--- config.mk ---
export PLATFORM = sky130hd
export DESIGN_NAME = crossing_gate_sequencer
export DESIGN_NICKNAME = d
export VERILOG_FILES = /design/src/rtl/crossing_pkg.sv /design/src/rtl/track_occupancy_counter.sv /design/src/rtl/crossing_gate_sequencer.sv
export SDC_FILE = /design/constraint.sdc
export NUM_CORES = 1
export LEC_CHECK = 0
export ABC_AREA = 1
export CORE_UTILIZATION = 34
export CTS_CLUSTER_DIAMETER = 200
export CTS_CLUSTER_SIZE = 40
export DETAILED_ROUTE_END_ITERATION = 10
export GPL_ROUTABILITY_DRIVEN = 0
export PLACE_DENSITY = 0.61
export SLEW_MARGIN = 40
export SYNTH_ARGS = -nofsm -noshare
export SYNTH_HDL_FRONTEND = slang
export SYNTH_SLANG_ARGS = --single-unit
--- constraint.sdc ---
create_clock -name clk_i -period 3.6 [get_ports clk_i]
set_clock_uncertainty 0.2 [all_clocks]
set_input_delay 1.08 -clock clk_i [delete_from_list [all_inputs] [get_ports clk_i]]
set_output_delay 1.08 -clock clk_i [all_outputs]
set_load 0.005 [all_outputs]
--- src/rtl/crossing_pkg.sv ---
// Shared definitions for the two-track level-crossing gate sequencer:
// state encoding, default timing and the Moore output bundle.
package crossing_pkg;

  typedef logic [2:0] state_t;

  localparam state_t ST_IDLE   = 3'd0;
  localparam state_t ST_WARN   = 3'd1;
  localparam state_t ST_LOWER  = 3'd2;
  localparam state_t ST_CLOSED = 3'd3;
  localparam state_t ST_HOLD   = 3'd4;
  localparam state_t ST_RAISE  = 3'd5;
  localparam state_t ST_FAULT  = 3'd6;

  localparam int DEF_WARN_CYCLES   = 10;
  localparam int DEF_CLEAR_CYCLES  = 4;
  localparam int DEF_MOTOR_TIMEOUT = 16;
  localparam int DEF_FLASH_DIV     = 2;
  localparam int DEF_TMR_W         = 5;

  typedef struct packed {
    logic warn;
    logic motorDown;
    logic motorUp;
    logic closed;
    logic fault;
  } gate_out_t;

endpackage

--- src/rtl/track_occupancy_counter.sv ---
// Per-track train occupancy: 2-bit saturating up/down counter fed by
// approach and exit pulses, with a nonzero flag.
module track_occupancy_counter (
  input  logic clk_i,
  input  logic reset_i,
  input  logic approach_i,
  input  logic exit_i,
  output logic occupied_o
);

  logic [1:0] count_q, count_d;

  // Simultaneous approach and exit cancel; exit at zero is a stray pulse.
  always_comb begin
    count_d = count_q;
    if (approach_i && !exit_i && count_q != 2'd3) begin
      count_d = count_q + 2'd1;
    end else if (exit_i && !approach_i && count_q != 2'd0) begin
      count_d = count_q - 2'd1;
    end
  end

  always_ff @(posedge clk_i or posedge reset_i) begin
    if (reset_i) begin
      count_q <= 2'd0;
    end else begin
      count_q <= count_d;
    end
  end

  assign occupied_o = |count_q;

endmodule

--- src/rtl/crossing_gate_sequencer.sv ---
// Two-track level-crossing controller: sequences warning lamps and one
// barrier motor, supervises end-stops and latches a fail-safe fault.
module crossing_gate_sequencer
  import crossing_pkg::*;
#(
  parameter int WARN_CYCLES   = DEF_WARN_CYCLES,
  parameter int CLEAR_CYCLES  = DEF_CLEAR_CYCLES,
  parameter int MOTOR_TIMEOUT = DEF_MOTOR_TIMEOUT,
  parameter int FLASH_DIV     = DEF_FLASH_DIV,
  parameter int TMR_W         = DEF_TMR_W
) (
  input  logic       clk_i,
  input  logic       reset_i,
  input  logic [1:0] approach_i,
  input  logic [1:0] exit_det_i,
  input  logic       gate_down_sw_i,
  input  logic       gate_up_sw_i,
  input  logic       fault_clr_i,
  output logic       warn_led_o,
  output logic       flash_o,
  output logic       motor_down_o,
  output logic       motor_up_o,
  output logic       gate_closed_o,
  output logic       fault_o,
  output logic [1:0] occupied_o
);

  localparam logic [TMR_W-1:0] WARN_LAST  = TMR_W'(WARN_CYCLES - 1);
  localparam logic [TMR_W-1:0] CLEAR_LAST = TMR_W'(CLEAR_CYCLES - 1);
  localparam logic [TMR_W-1:0] MOTOR_LAST = TMR_W'(MOTOR_TIMEOUT - 1);
  localparam logic [TMR_W-1:0] FLASH_LAST = TMR_W'(FLASH_DIV - 1);

  state_t           state_q, state_d;
  logic [TMR_W-1:0] timer_q, timer_d;
  logic [TMR_W-1:0] flashCnt_q, flashCnt_d;
  logic             flash_q, flash_d;
  logic [1:0]       occ;
  logic             anyOcc, anyApproach, downOk, upOk, stopConflict;
  gate_out_t        gateOut;

  for (genvar t = 0; t < 2; t++) begin : gTrack
    track_occupancy_counter uCounter (
      .clk_i      (clk_i),
      .reset_i    (reset_i),
      .approach_i (approach_i[t]),
      .exit_i     (exit_det_i[t]),
      .occupied_o (occ[t])
    );
  end

  assign anyOcc       = |occ;
  assign anyApproach  = |approach_i;
  assign downOk       = gate_down_sw_i && !gate_up_sw_i;
  assign upOk         = gate_up_sw_i && !gate_down_sw_i;
  assign stopConflict = gate_down_sw_i && gate_up_sw_i;

  // A new approach during RAISE re-closes straight away without re-warning;
  // unknown encodings fall into FAULT so the barrier never runs unsupervised.
  always_comb begin
    state_d = state_q;
    unique case (state_q)
      ST_IDLE: begin
        if (anyApproach || anyOcc) state_d = ST_WARN;
      end
      ST_WARN: begin
        if (timer_q == WARN_LAST) state_d = ST_LOWER;
      end
      ST_LOWER: begin
        if (downOk) state_d = ST_CLOSED;
        else if (stopConflict || timer_q == MOTOR_LAST) state_d = ST_FAULT;
      end
      ST_CLOSED: begin
        if (!anyOcc) state_d = ST_HOLD;
      end
      ST_HOLD: begin
        if (anyApproach) state_d = ST_CLOSED;
        else if (timer_q == CLEAR_LAST) state_d = ST_RAISE;
      end
      ST_RAISE: begin
        if (anyApproach) state_d = ST_LOWER;
        else if (upOk) state_d = ST_IDLE;
        else if (stopConflict || timer_q == MOTOR_LAST) state_d = ST_FAULT;
      end
      ST_FAULT: begin
        if (fault_clr_i) state_d = ST_LOWER;
      end
      default: state_d = ST_FAULT;
    endcase
  end

  always_comb begin
    if (state_d != state_q) begin
      timer_d = '0;
    end else if (timer_q == '1) begin
      timer_d = timer_q;
    end else begin
      timer_d = timer_q + TMR_W'(1);
    end
  end

  // The divider only runs on cycles where the lamps are already lit, and is
  // cleared on the edge that returns to IDLE so flash is never seen unlit.
  always_comb begin
    flashCnt_d = flashCnt_q;
    flash_d    = flash_q;
    if (state_d == ST_IDLE) begin
      flashCnt_d = '0;
      flash_d    = 1'b0;
    end else if (state_q != ST_IDLE) begin
      if (flashCnt_q == FLASH_LAST) begin
        flashCnt_d = '0;
        flash_d    = ~flash_q;
      end else begin
        flashCnt_d = flashCnt_q + TMR_W'(1);
      end
    end
  end

  always_ff @(posedge clk_i or posedge reset_i) begin
    if (reset_i) begin
      state_q    <= ST_IDLE;
      timer_q    <= '0;
      flashCnt_q <= '0;
      flash_q    <= 1'b0;
    end else begin
      state_q    <= state_d;
      timer_q    <= timer_d;
      flashCnt_q <= flashCnt_d;
      flash_q    <= flash_d;
    end
  end

  always_comb begin
    gateOut = '0;
    unique case (state_q)
      ST_IDLE:   gateOut = '0;
      ST_WARN:   gateOut.warn = 1'b1;
      ST_LOWER:  begin gateOut.warn = 1'b1; gateOut.motorDown = 1'b1; end
      ST_CLOSED: begin gateOut.warn = 1'b1; gateOut.closed = 1'b1; end
      ST_HOLD:   begin gateOut.warn = 1'b1; gateOut.closed = 1'b1; end
      ST_RAISE:  begin gateOut.warn = 1'b1; gateOut.motorUp = 1'b1; end
      default:   begin gateOut.warn = 1'b1; gateOut.fault = 1'b1; end
    endcase
  end

  assign warn_led_o    = gateOut.warn;
  assign flash_o       = flash_q;
  assign motor_down_o  = gateOut.motorDown;
  assign motor_up_o    = gateOut.motorUp;
  assign gate_closed_o = gateOut.closed;
  assign fault_o       = gateOut.fault;
  assign occupied_o    = occ;

endmodule
==> metrics.md <==
| Metric | Value |
|---|---|
| Maximum vdd drop | 0.388 mV |
| # nets final | 220 |
| # rows | 22 |
| Setup CP Type | reg2out |
| Floorplan die height | 65.2 um |
| Crit path required time | 2.32 ns |
| Post-synthesis cell count | 188 |
| CP max-delay cell | dfrtp_1 |
| I/O Pins | 17 |
| Clk root buf | clkbuf_8 |
| Post-CTS Setup Bufs | 0 |
| Power Internal | 641 uW |
| Worst skew pair latency | 0.25 ns |
| CTS tree | yes |
| Sequential-to-total area share from yosys stat | 33.2% |
| CP endpoint kind | output pin |
| Initial core utilization | 36.3% |
| RSZ-0062 raised after global routing | false |
| Largest net degree at the start of global routing | 19 |
| Seq pwr share | 32.4% |
| P&R area growth vs syn | 17.5% |
| Drt drc | 0 |
| Worst slack at placement | 0.776 ns |
| Avg Cell Area, Syn | 7.22 um^2 |
| Finish-stage setup viols | 0 |
| Final WS setup | 0.527 ns |
| Port buffer count | 16 |
| Initial DRC Count | 68 |
| Worst Max-Slew Pin Slew | 0.666 ns |
| Routed WL | 2470 um |
| Status | completed |
| Synth Warn # | 0 |
| GR Util All Layers | 13.1% |
| Leak Pwr | 0.000864 uW |
| WP data arrival | 1.79 ns |
| Clk buf depth | 2 |
| CTS Buf Count | 3 |
| Dpl cells | 248 |
| DPL Wire Length | 1970 um |
| Fin crit period | 3.07 ns |
| Post_cts resized | 0 |
| Core ar. | 3740 um^2 |
| Wire per inst | 9.80 um |
| Final Hold Viols | 0 |
| FF+latch count, synth | 18 |
| Routed vias/inst | 4.31 |
| H-tree levels | 1 |
| Slew Viols, Final | 0 |
| Largest delay contributor family on the critical path | buffers and inverters |
| Netlist Area Pre-Place | 1360 um^2 |
| Combinational share of power | 53.7% |
| CP dominant cell by count | inv_1 |
| Area of placed instances | 1540 um^2 |
| Die area | 4250 um^2 |
| Fin area | 1600 um^2 |
| Ordered cell list for the critical path | nor2_1 -> inv_1 -> nor2_4 -> inv_1 -> clkdlybuf4s50_1 |
| Sink Count | 18 |
| Setup TNS | 0 ns |
| Chip width | 65.2 um |
| Total power | 1150 uW |
| Switching Fraction | 44.5% |
| Fmax | 325 MHz |
| Syn_nets | 203 |
| Fillers | 413 |
| Netlist cell types | 24 |
| CP bufs+invs | 3 |
| Clk slew on worst S/H paths | 0.06 ns |
| DRT Pass-1 Iters | 4 |
| Initial antenna violation count | 0 |
| Slew HR | 55.6% |
| Routed vias | 1087 |
| Non-filler instance count after layout | 252 |
| Worst Path Max Fanout | 8 |
| Hold WC Path Type | reg2reg |
| Max cap viols | 0 |
| Pwr/cell area | 724 nW/um^2 |
| Number of global-route vias before repair | 1019 |
| Total global routing overflow | 0 |
| Post-CTS Hold Buffers | 0 |
| Antenna diodes | 0 |
| NetSw | 514 uW |
| Type of origin of the critical path | flop |
| Final ANT Viol Nets | 0 |
| First-pass GRT wire length | 4330 um |
| Share of layout cells above drive strength 1 | 11.3% |
| Final Cycle Share | 85.4% |
| Slowest stage delay, CP | 0.51 ns |
| Clock network power share | 13.9% |
[metrics by stage]
step	utilization, %	hold slack (ns)
floorplan	-	0.296
global placement	41.1	0.322
detailed placement	41.1	0.324
CTS	42.6	0.336
global route	42.6	0.376
finish	42.6	0.333
[synth_stat cells]
master | instances | area share, %
nand3b_1 | 1 | 0.55
xnor2_1 | 2 | 1.3
buf_4 | 2 | 1.1
nand2_4 | 1 | 0.83
a21oi_1 | 3 | 1.1
o21bai_1 | 1 | 0.55
nand2_1 | 43 | 12
ha_1 | 6 | 5.5
o21ai_0 | 11 | 4.1
nand4_1 | 5 | 2.3
nand3_2 | 6 | 4.4
nand3_1 | 8 | 2.9
nor2_1 | 23 | 6.4
nor2_4 | 2 | 1.7
buf_6 | 2 | 1.7
or2_2 | 1 | 0.46
inv_2 | 3 | 0.83
nand3b_4 | 1 | 1.5
a211o_1 | 1 | 0.65
dfrtp_1 | 18 | 33
inv_1 | 37 | 10
nor3_4 | 1 | 1.2
nor2_2 | 4 | 1.8
xor2_1 | 6 | 3.9
[final timing paths]
| check | start | to | slack (ns) | cells after the start |
|---|---|---|---|---|
| worst min register to register | gTrack[0].uCounter.count_q[0] | gTrack[0].uCounter.count_q[0] | 0.33 | 1 |
| min in group asynchronous | reset_i | timer_q[2] | 1.02 | 2 |
| worst max register to register | timer_q[0] | flashCnt_q[3] | 1.53 | 12 |
| max in group asynchronous | reset_i | gTrack[1].uCounter.count_q[1] | 1.75 | 2 |
| worst min-delay path | gTrack[0].uCounter.count_q[0] | gTrack[0].uCounter.count_q[0] | 0.33 | 1 |
| worst max-delay path | state_q[0] | warn_led_o | 0.53 | 5 |
[sequential cells by signal, indices dropped and copies added (netlist names)]
signal	count
timer_q	5
flashCnt_q	5
flash_o	1
state_q	3
gTrack.uCounter.count_q	4
[layout make-up]
cell class | instances | area, um^2 | share of cell area (%)
Clock buffer | 4 | 55.1 | 3.45
Inverter | 40 | 150 | 9.41
Multi-Input combinational cell | 126 | 719 | 45.1
Sequential cell | 18 | 450 | 28.2
Tap cell | 48 | 60.1 | 3.76
Timing Repair Buffer | 16 | 160 | 10.0
[placed cells by master (no fill, tap or decap)]
| cell type | count |
|---|---|
| nand2_1 | 43 |
| inv_1 | 37 |
| nor2_1 | 23 |
| dfrtp_1 | 18 |
| clkdlybuf4s50_1 | 16 |
| o21ai_0 | 11 |
| nand3_1 | 8 |
| nand3_2 | 6 |
| xor2_1 | 6 |
| ha_1 | 6 |
| nand4_1 | 5 |
| nor2_2 | 4 |
| clkbuf_8 | 4 |
| a21oi_1 | 3 |
| inv_2 | 3 |
| nor2_4 | 2 |
| xnor2_1 | 2 |
| nor3_4 | 1 |
| nand3b_1 | 1 |
| nand3b_4 | 1 |
| o21bai_1 | 1 |
| nand2_4 | 1 |
| a211o_1 | 1 |
| or2_2 | 1 |
[layer usage]
metal / share of wire (%) / GRT usage (%) / vias up / routed length [um]
li1: - / - / 603 / -
met1: 53 / 17.3 / 468 / 1300
met2: 44 / 21.6 / 14 / 1100
met3: 2.1 / 2.08 / 2 / 53
met4: 0.81 / 4.08 / 0 / 20
met5: 0 / 0 / - / 0
[cells by family (layout without fill, tap and decap cells)]
family / Yosys count / after routing / share of synthesized area [%]
simple gates: 96 / 96 / 35.9
buf+inv: 44 / 60 / 13.8
fa+ha+maj: 6 / 6 / 5.53
compound gates: 16 / 16 / 6.36
flops: 18 / 18 / 33.2
xor+xnor: 8 / 8 / 5.16
[power by group through the flow]
stage          Sequential, uW  Clock (uW)  Combinational (uW)
6_report                  374         161                 620
5_1_grt                   385         176                 706
4_1_cts                   372         166                 631
3_5_place_dp              376           0                 628
3_3_place_gp              377           0                 623
2_1_floorplan             340           0                 512
No activity file was read; power rests on OpenSTA's default activity.
